`src/rtl/if_prefetch.sv`:
```
`timescale 1ns/1ps
// if_prefetch
// Instruction prefetch unit. Issues word reads to the memory-controller fetch
// port one at a time, collects returned words with their addresses in a small
// FIFO, and presents the oldest entry to the decode stage. A flush redirects
// fetching and empties the queue. A read that was in flight when the flush
// arrived is allowed to finish, but its data is thrown away.
//
// Ports
//   clk_in, rst_in        clock, asynchronous active-high reset
//   rdy_in                global enable; low freezes every register
//   mc_re/mc_addr/mc_len  read request (one-cycle pulse, byte address, 4 bytes)
//   mc_busy               fetch port busy, no request may issue
//   mc_done/mc_r_data     read completion pulse and returned word
//   inst_valid/inst/inst_pc  queue head (combinational from the read pointer)
//   inst_ready            consumer pops the head when inst_valid is high
//   flush/flush_pc        redirect fetch to flush_pc and clear the queue
module if_prefetch #(
  parameter int          DEPTH    = 4,
  parameter logic [31:0] RESET_PC = 32'h0
) (
  input  logic        clk_in,
  input  logic        rst_in,
  input  logic        rdy_in,
  output logic        mc_re,
  output logic [31:0] mc_addr,
  output logic [2:0]  mc_len,
  input  logic        mc_busy,
  input  logic        mc_done,
  input  logic [31:0] mc_r_data,
  output logic        inst_valid,
  output logic [31:0] inst,
  output logic [31:0] inst_pc,
  input  logic        inst_ready,
  input  logic        flush,
  input  logic [31:0] flush_pc
);

  localparam int PW = $clog2(DEPTH);
  localparam int CW = PW + 1;

  typedef enum logic [1:0] {IDLE, WAIT, DROP} state_t;

  state_t        state;
  logic [31:0]   fetch_pc;
  logic [CW-1:0] count;
  logic [PW-1:0] rptr;
  logic [PW-1:0] wptr;

  logic [31:0] fifo_pc   [DEPTH];
  logic [31:0] fifo_inst [DEPTH];

  logic push;
  logic pop;
  logic full;

  // A flush cancels both the pop and any push of the word arriving with it.
  assign push = (state == WAIT) && mc_done && !flush;
  assign pop  = inst_valid && inst_ready && !flush;
  assign full = (count == CW'(DEPTH));

  assign mc_len     = 3'd4;
  assign inst_valid = (count != '0);
  assign inst       = fifo_inst[rptr];
  assign inst_pc    = fifo_pc[rptr];

  always_ff @(posedge clk_in or posedge rst_in) begin
    if (rst_in) begin
      state    <= IDLE;
      fetch_pc <= RESET_PC;
      count    <= '0;
      rptr     <= '0;
      wptr     <= '0;
      mc_re    <= 1'b0;
      mc_addr  <= '0;
    end else if (rdy_in) begin
      if (flush) begin
        count    <= '0;
        rptr     <= '0;
        wptr     <= '0;
        fetch_pc <= flush_pc;
        mc_re    <= 1'b0;
        // An outstanding read must still be drained; if it completes in this
        // very cycle nothing remains in flight and fetching can restart.
        case (state)
          IDLE:       state <= IDLE;
          WAIT, DROP: state <= mc_done ? IDLE : DROP;
          default:    state <= IDLE;
        endcase
      end else begin
        if (push) wptr <= wptr + PW'(1);
        if (pop)  rptr <= rptr + PW'(1);
        if (push && !pop)      count <= count + CW'(1);
        else if (pop && !push) count <= count - CW'(1);

        case (state)
          IDLE: begin
            if (!full && !mc_busy) begin
              mc_re   <= 1'b1;
              mc_addr <= fetch_pc;
              state   <= WAIT;
            end else begin
              mc_re <= 1'b0;
            end
          end
          WAIT: begin
            mc_re <= 1'b0;
            if (mc_done) begin
              fetch_pc <= fetch_pc + 32'd4;
              state    <= IDLE;
            end
          end
          DROP: begin
            mc_re <= 1'b0;
            if (mc_done) state <= IDLE;
          end
          default: begin
            mc_re <= 1'b0;
            state <= IDLE;
          end
        endcase
      end
    end
  end

  // Queue storage carries data only, so it has no reset.
  always_ff @(posedge clk_in) begin
    if (rdy_in && push) begin
      fifo_pc[wptr]   <= fetch_pc;
      fifo_inst[wptr] <= mc_r_data;
    end
  end

endmodule

```
`config.mk`:
```
export PLATFORM = sky130hd
export DESIGN_NAME = if_prefetch
export DESIGN_NICKNAME = d
export VERILOG_FILES = /design/src/rtl/if_prefetch.sv
export SDC_FILE = /design/constraint.sdc
export NUM_CORES = 1
export LEC_CHECK = 0
export CELL_PAD_IN_SITES_DETAIL_PLACEMENT = 1
export CELL_PAD_IN_SITES_GLOBAL_PLACEMENT = 1
export CORE_UTILIZATION = 48
export DETAILED_ROUTE_END_ITERATION = 10
export DONT_BUFFER_PORTS = 1
export PLACE_DENSITY = 0.86
export SLEW_MARGIN = 20
export SYNTH_ARGS = -nofsm -noshare
export SYNTH_HDL_FRONTEND = slang
export SYNTH_SLANG_ARGS = --single-unit
```
`constraint.sdc`:
```
create_clock -name clk_in -period 2.8 [get_ports clk_in]
set_input_delay 0.42 -clock clk_in [delete_from_list [all_inputs] [get_ports clk_in]]
set_output_delay 0.42 -clock clk_in [all_outputs]
set_load 0.005 [all_outputs]
```
== Yosys cells after proc, flatten, opt, wreduce, memory -nomap -nowiden ==
Memory sizes are Yosys's and may differ from the RTL's.
Index checks and enable logic that the tools add are counted.
Word-level totals
  bits in registers: 74
  memory bits (writable): 256
  input port bits: 71
  output and inout port bits: 101
  word-level logic and storage cells: 68
  memories: 2
Memories
  fifo_inst: depth 4, width 32, read ports 1, clocked after memory_dff 0, wr ports 1, RTL line 51  | logic [31:0] fifo_inst [DEPTH];
  fifo_pc: depth 4, width 32, read ports 1, clocked after memory_dff 0, wr ports 1, RTL line 50  | logic [31:0] fifo_pc [DEPTH];
Cells by class
  add/subtract/negate cells: 5
  equality and inequality tests: 5
  multiplexer cells: 21
  bitwise operators: 1
  reduce and logical (&&, ||, !) cells: 27
Operators with widths (count)
  two-way mux 32 bit: 3
  adder 32 x 3 -> 32 bit (second input constant): 1
  two-way mux 2 bit: 9
  two-way mux 3 bit: 3
  logical AND 1 bit: 8
  nonzero test 2 bit: 4
  AND reduction 2 bit: 3
  AND reduction 3 bit: 2
  nonzero test 3 bit: 2
  zero test 1 bit: 5
  two-way mux 1 bit: 5
  adder 2 x 1 -> 2 bit (second input constant): 2
  case mux 2 bit (2 select lines): 1
  AND reduction 4 bit: 1
  adder 3 x 1 -> 3 bit (second input constant): 1
  equality test 3 bit (second input constant): 1
  inequality test 3 x 1 -> 1 bit (second input constant): 1
  inequality test 3 bit (second input constant): 1
  subtractor 3 x 1 -> 3 bit (second input constant): 1
  equality test 2 x 1 -> 1 bit (second input constant): 1
  equality test 2 bit (second input constant): 1
  zero test 2 bit: 1
  OR reduction 2 bit: 1
  inverter 1 bit: 1

== Logic depth before layout (Yosys ltp) ==
  depth after elaboration: 8
  depth in mapped cells: 9
  mapped depth without buffers: 9

== Worst setup path before layout ==
Ideal clock, no wire load.
  path type: input-to-reg
  from: input port flush
  to: memory fifo_inst[1][0] (enable)
  setup time: 0.429 ns
  arrival time: 2.699 ns
  required time: 2.371 ns
  setup slack: -0.328 ns
  cell stages on the path: 5
  path buffers: 2
  cell sequence: buf_2 -> nand2b_1 -> clkbuf_1 -> nor2_1 -> and2_1
On the way
  word-level cells in the longest chain between the ends: 5
Ends and longest elaborated chain
  start, declared: RTL line 35  | input logic flush,
  zero test 1 bit: RTL line 58  | assign push = (state == WAIT) && mc_done && !flush;
  logical AND 1 bit: RTL line 58
  logical AND 1 bit: RTL line 128  | if (rdy_in && push) begin
  two-way mux 1 bit: RTL line 128
  two-way mux 1 bit (not written as such): RTL line 130  | fifo_inst[wptr] <= mc_r_data;
  end, declared: RTL line 51
No other way between the ends.

== Worst setup path after layout ==
  from: register rptr[0]
  to: output port inst_pc[2]
On the way
  word-level cells in the longest chain between the ends: 1
Ends and longest elaborated chain
  start, declared: RTL line 47  | logic [PW-1:0] rptr;
  start signal, assigned: RTL line 92  | if (pop) rptr <= rptr + PW'(1);
  memory read (4 x 32 bit)
  end, declared: RTL line 33  | output logic [31:0] inst_pc,
No other way between the ends.

==> impl_metrics.ini <==
[outcome]
outcome = complete, no violations

[synth]
synth_seq_cells = 330
synth_top_family_by_area = multiplexers
synth.area.mux_share_pct = 14.2
synth_edf_count = 256
yosys.area.top_type_share_pct = 58.5
synth_area_leader_cell = edfxtp_1
synth_fa_ha_area_share_pct = 0.819
yosys-top-cells-area = edfxtp_1 (58%), dfrtp_1 (14%), mux4_2 (11%)
synth_cell_types = 55
avgSynthCellArea_um2 = 17.6
ys_seq_area_share_pct = 72.6
syn_area_um2 = 13100
async_reset_ff_share_pct = 22.4
synth_cells = 745
yosys_warnings = 0
synth-main-ff-cell = edfxtp_1
synth-xor-area-share_pct = 0.0666
synth_compound_area_share_pct = 4.62
synth-simple-area-share_pct = 5.78

[global_route]
track_usage_pct = 22.1
antenna_found_initial = 2
overflow = 0
grt_pass1_wl_um = 46600
grt_pass1_vias = 7547
grt_max_degree = 75

[placement]
place_area_um2 = 13700
hpwl_um = 19000
pre_cts_slack_ns = 0.561
numPlacedInstances = 1067
place_congestion = 0.788
numPortBuffers = 0

[power_and_ir_drop]
p_leak_nw = 5.03
peakVddDrop_v = 0.000446
powerDensity_nw_per_um2 = 842
total_power_mw = 12.8

[sta]
finalSetupViolCount = 0
fin_worst_skew_ns = 0.0186
fin_crit_ns = 2.61
drv_slew = 0
post-route-period-util_pct = 93.1
fin_ws_ns = 0.193
hold_viol = 0
whs_ns = 0.0238
worst_pin_slew_ns = 0.616
finalSetupTns_ns = 0
max_slew_margin_pct = 58.9
max_clock_freq_mhz = 384
rsz0062_at_grt = false

[critical_path]
critPathMaxFanout = 30
worst_ep_required_time_ns = 2.38
crit_slowest_cell = dfrtp_4
worstPathBufferInverterCount = 1
reg2reg_slack_ns = 0.51
end_kind = output port
regToRegStartpoint = state[1]$_DFFE_PP0P_
startpoint_type = flop
critPathKind = flop to output port
crit_arrival_ns = 2.19
worstSetupStartpoint = rptr[0]$_DFFE_PP0P_
cpPeakStageDelay_ns = 0.75
path_cells = buf_12, mux4_2
critical_path.top_delay_family = flip-flops

[routing]
vias_per_cell = 6.06
drt_first_pass_iters = 4
wire_per_inst_um = 26.3
postRouteAntennaNets = 0
drc = 0
route.vias.total = 7054
first_iter_violations = 540
wirelength_um = 30700

[clock_network]
worstSkewPairLatency_ns = 0.50
clock_path_buffers = 3
root_buffer = clkbuf_16
cts_tree = built
cts.htree.levels = 2
clkSinkCount = 330
path_clk_slew_ns = 0.06
cts_buffers = 35

[die]
die-area_um2 = 28000
die_w_um = 167
initial_core_util_pct = 48.9
die_h_um = 167
rows = 60
core_um2 = 26900
ios = 172

[finish]
multi_input_area_um2 = 3370
final_util_pct = 56.3
fin_area_um2 = 15100
layout-drive-gt1-share_pct = 22.3
seqCellArea_um2 = 9550
layout.nets = 875
fin_cells = 1164
layout-area-overhead-vs-synth_pct = 15.2
nFillCells = 2413

[hold_path]
hold_class = input port to flop
hold_start = rdy_in

[job]
max_cap_viol_count = 0
==> kinds of logic (layout without fill, tap and decap cells) <==
group | after synthesis | after routing
buffers and inverters | 56 | 132
AOI/OAI and AO/OA | 99 | 99
adders and majority gates | 8 | 8
DFF | 330 | 330
muxes | 102 | 102
other | 2 | 4
xor gates and xnor gates | 1 | 1
and+or+nand+nor | 147 | 147
==> per-layer routing <==
layer  GRT usage (%)  up-vias  share of wire, %
li1                -     3068                 -
met1            28.2     3677                39
met2            37.2      271                51
met3            6.78       38               8.5
met4            5.42        0               1.6
met5               0        -                 0
==> cell usage after synthesis, types with 3 or more instances <==
master and count:
nor2_1 29, edfxtp_1 256, nand4_1 14, nor4_1 5
buf_4 4, o22ai_1 5, and4_1 4, nand2_1 34
buf_2 14, a21o_1 4, buf_1 4, mux4_2 64
nor3_1 20, ha_1 7, inv_1 11, o21ai_0 32
and3_1 6, and2_1 6, nand3_1 14, mux2i_1 5
a21oi_1 29, nor2b_1 3, a22oi_1 6, clkbuf_1 20
dfrtp_1 74, mux2_2 33
==> final timing paths <==
kind	endpoint	cells past startpoint
setup / recovery	inst_pc[2]	2
hold / removal	state[0]$_DFFE_PP0P_	1
setup reg to reg	fifo_pc[1][15]$_DFFE_PP_	6
hold reg to reg	mc_addr[9]$_DFFE_PP0P_	1
max in group asynchronous	rptr[0]$_DFFE_PP0P_	3
min in group asynchronous	mc_addr[19]$_DFFE_PP0P_	3
==> final cells by class <==
type                            instances  area share (%)
Clock buffer                           52            6.82
Inverter                               13           0.331
Tap cell                              341            2.82
Antenna cell                            1          0.0165
Sequential cell                       330            63.1
Timing Repair Buffer                   56            4.15
Clock inverter                         11           0.554
Multi-Input combinational cell        360            22.2
==> cells in the final DEF, fill, tap and decap left out, types with 7 or more instances in the layout <==
master         count
edfxtp_1         256
dfrtp_1           72
mux4_2            64
clkbuf_16         37
nand2_1           34
mux2_2            33
dlygate4sd3_1     33
o21ai_0           31
nor2_1            29
a21oi_1           29
nor3_1            20
nand3_1           14
nand4_1           14
buf_4             13
inv_1             10
clkbuf_1          10
buf_12            10
ha_1               7
==> worst reg2reg max path, delay by kind of cell (launching register included) <==
family,cells,cell delay [ns]
flops,1,0.39
fa+ha+maj,1,0.16
buf+inv,2,0.32
simple gates,3,1.09
==> repair_timing <==
action	CTS	global route
hold buffers	33	0
resized for setup	0	0
endpoints found under the hold margin	199	0
buffers inserted	0	0
==> power breakdown <==
part | switching (mW) | total [mW] | internal [mW]
registers | 0.649 | 6.43 | 5.79
clock network | 1.78 | 4.43 | 2.65
logic | 0.881 | 1.89 | 1.01
==> state kept, by name, summed over array words and instances, names as in the netlist, 2 cells and up <==
name       flops
fifo_inst    128
wptr           2
fetch_pc      32
fifo_pc      128
state          2
count          3
mc_addr       32
rptr           2
No activity file was read; power rests on OpenSTA's default activity.
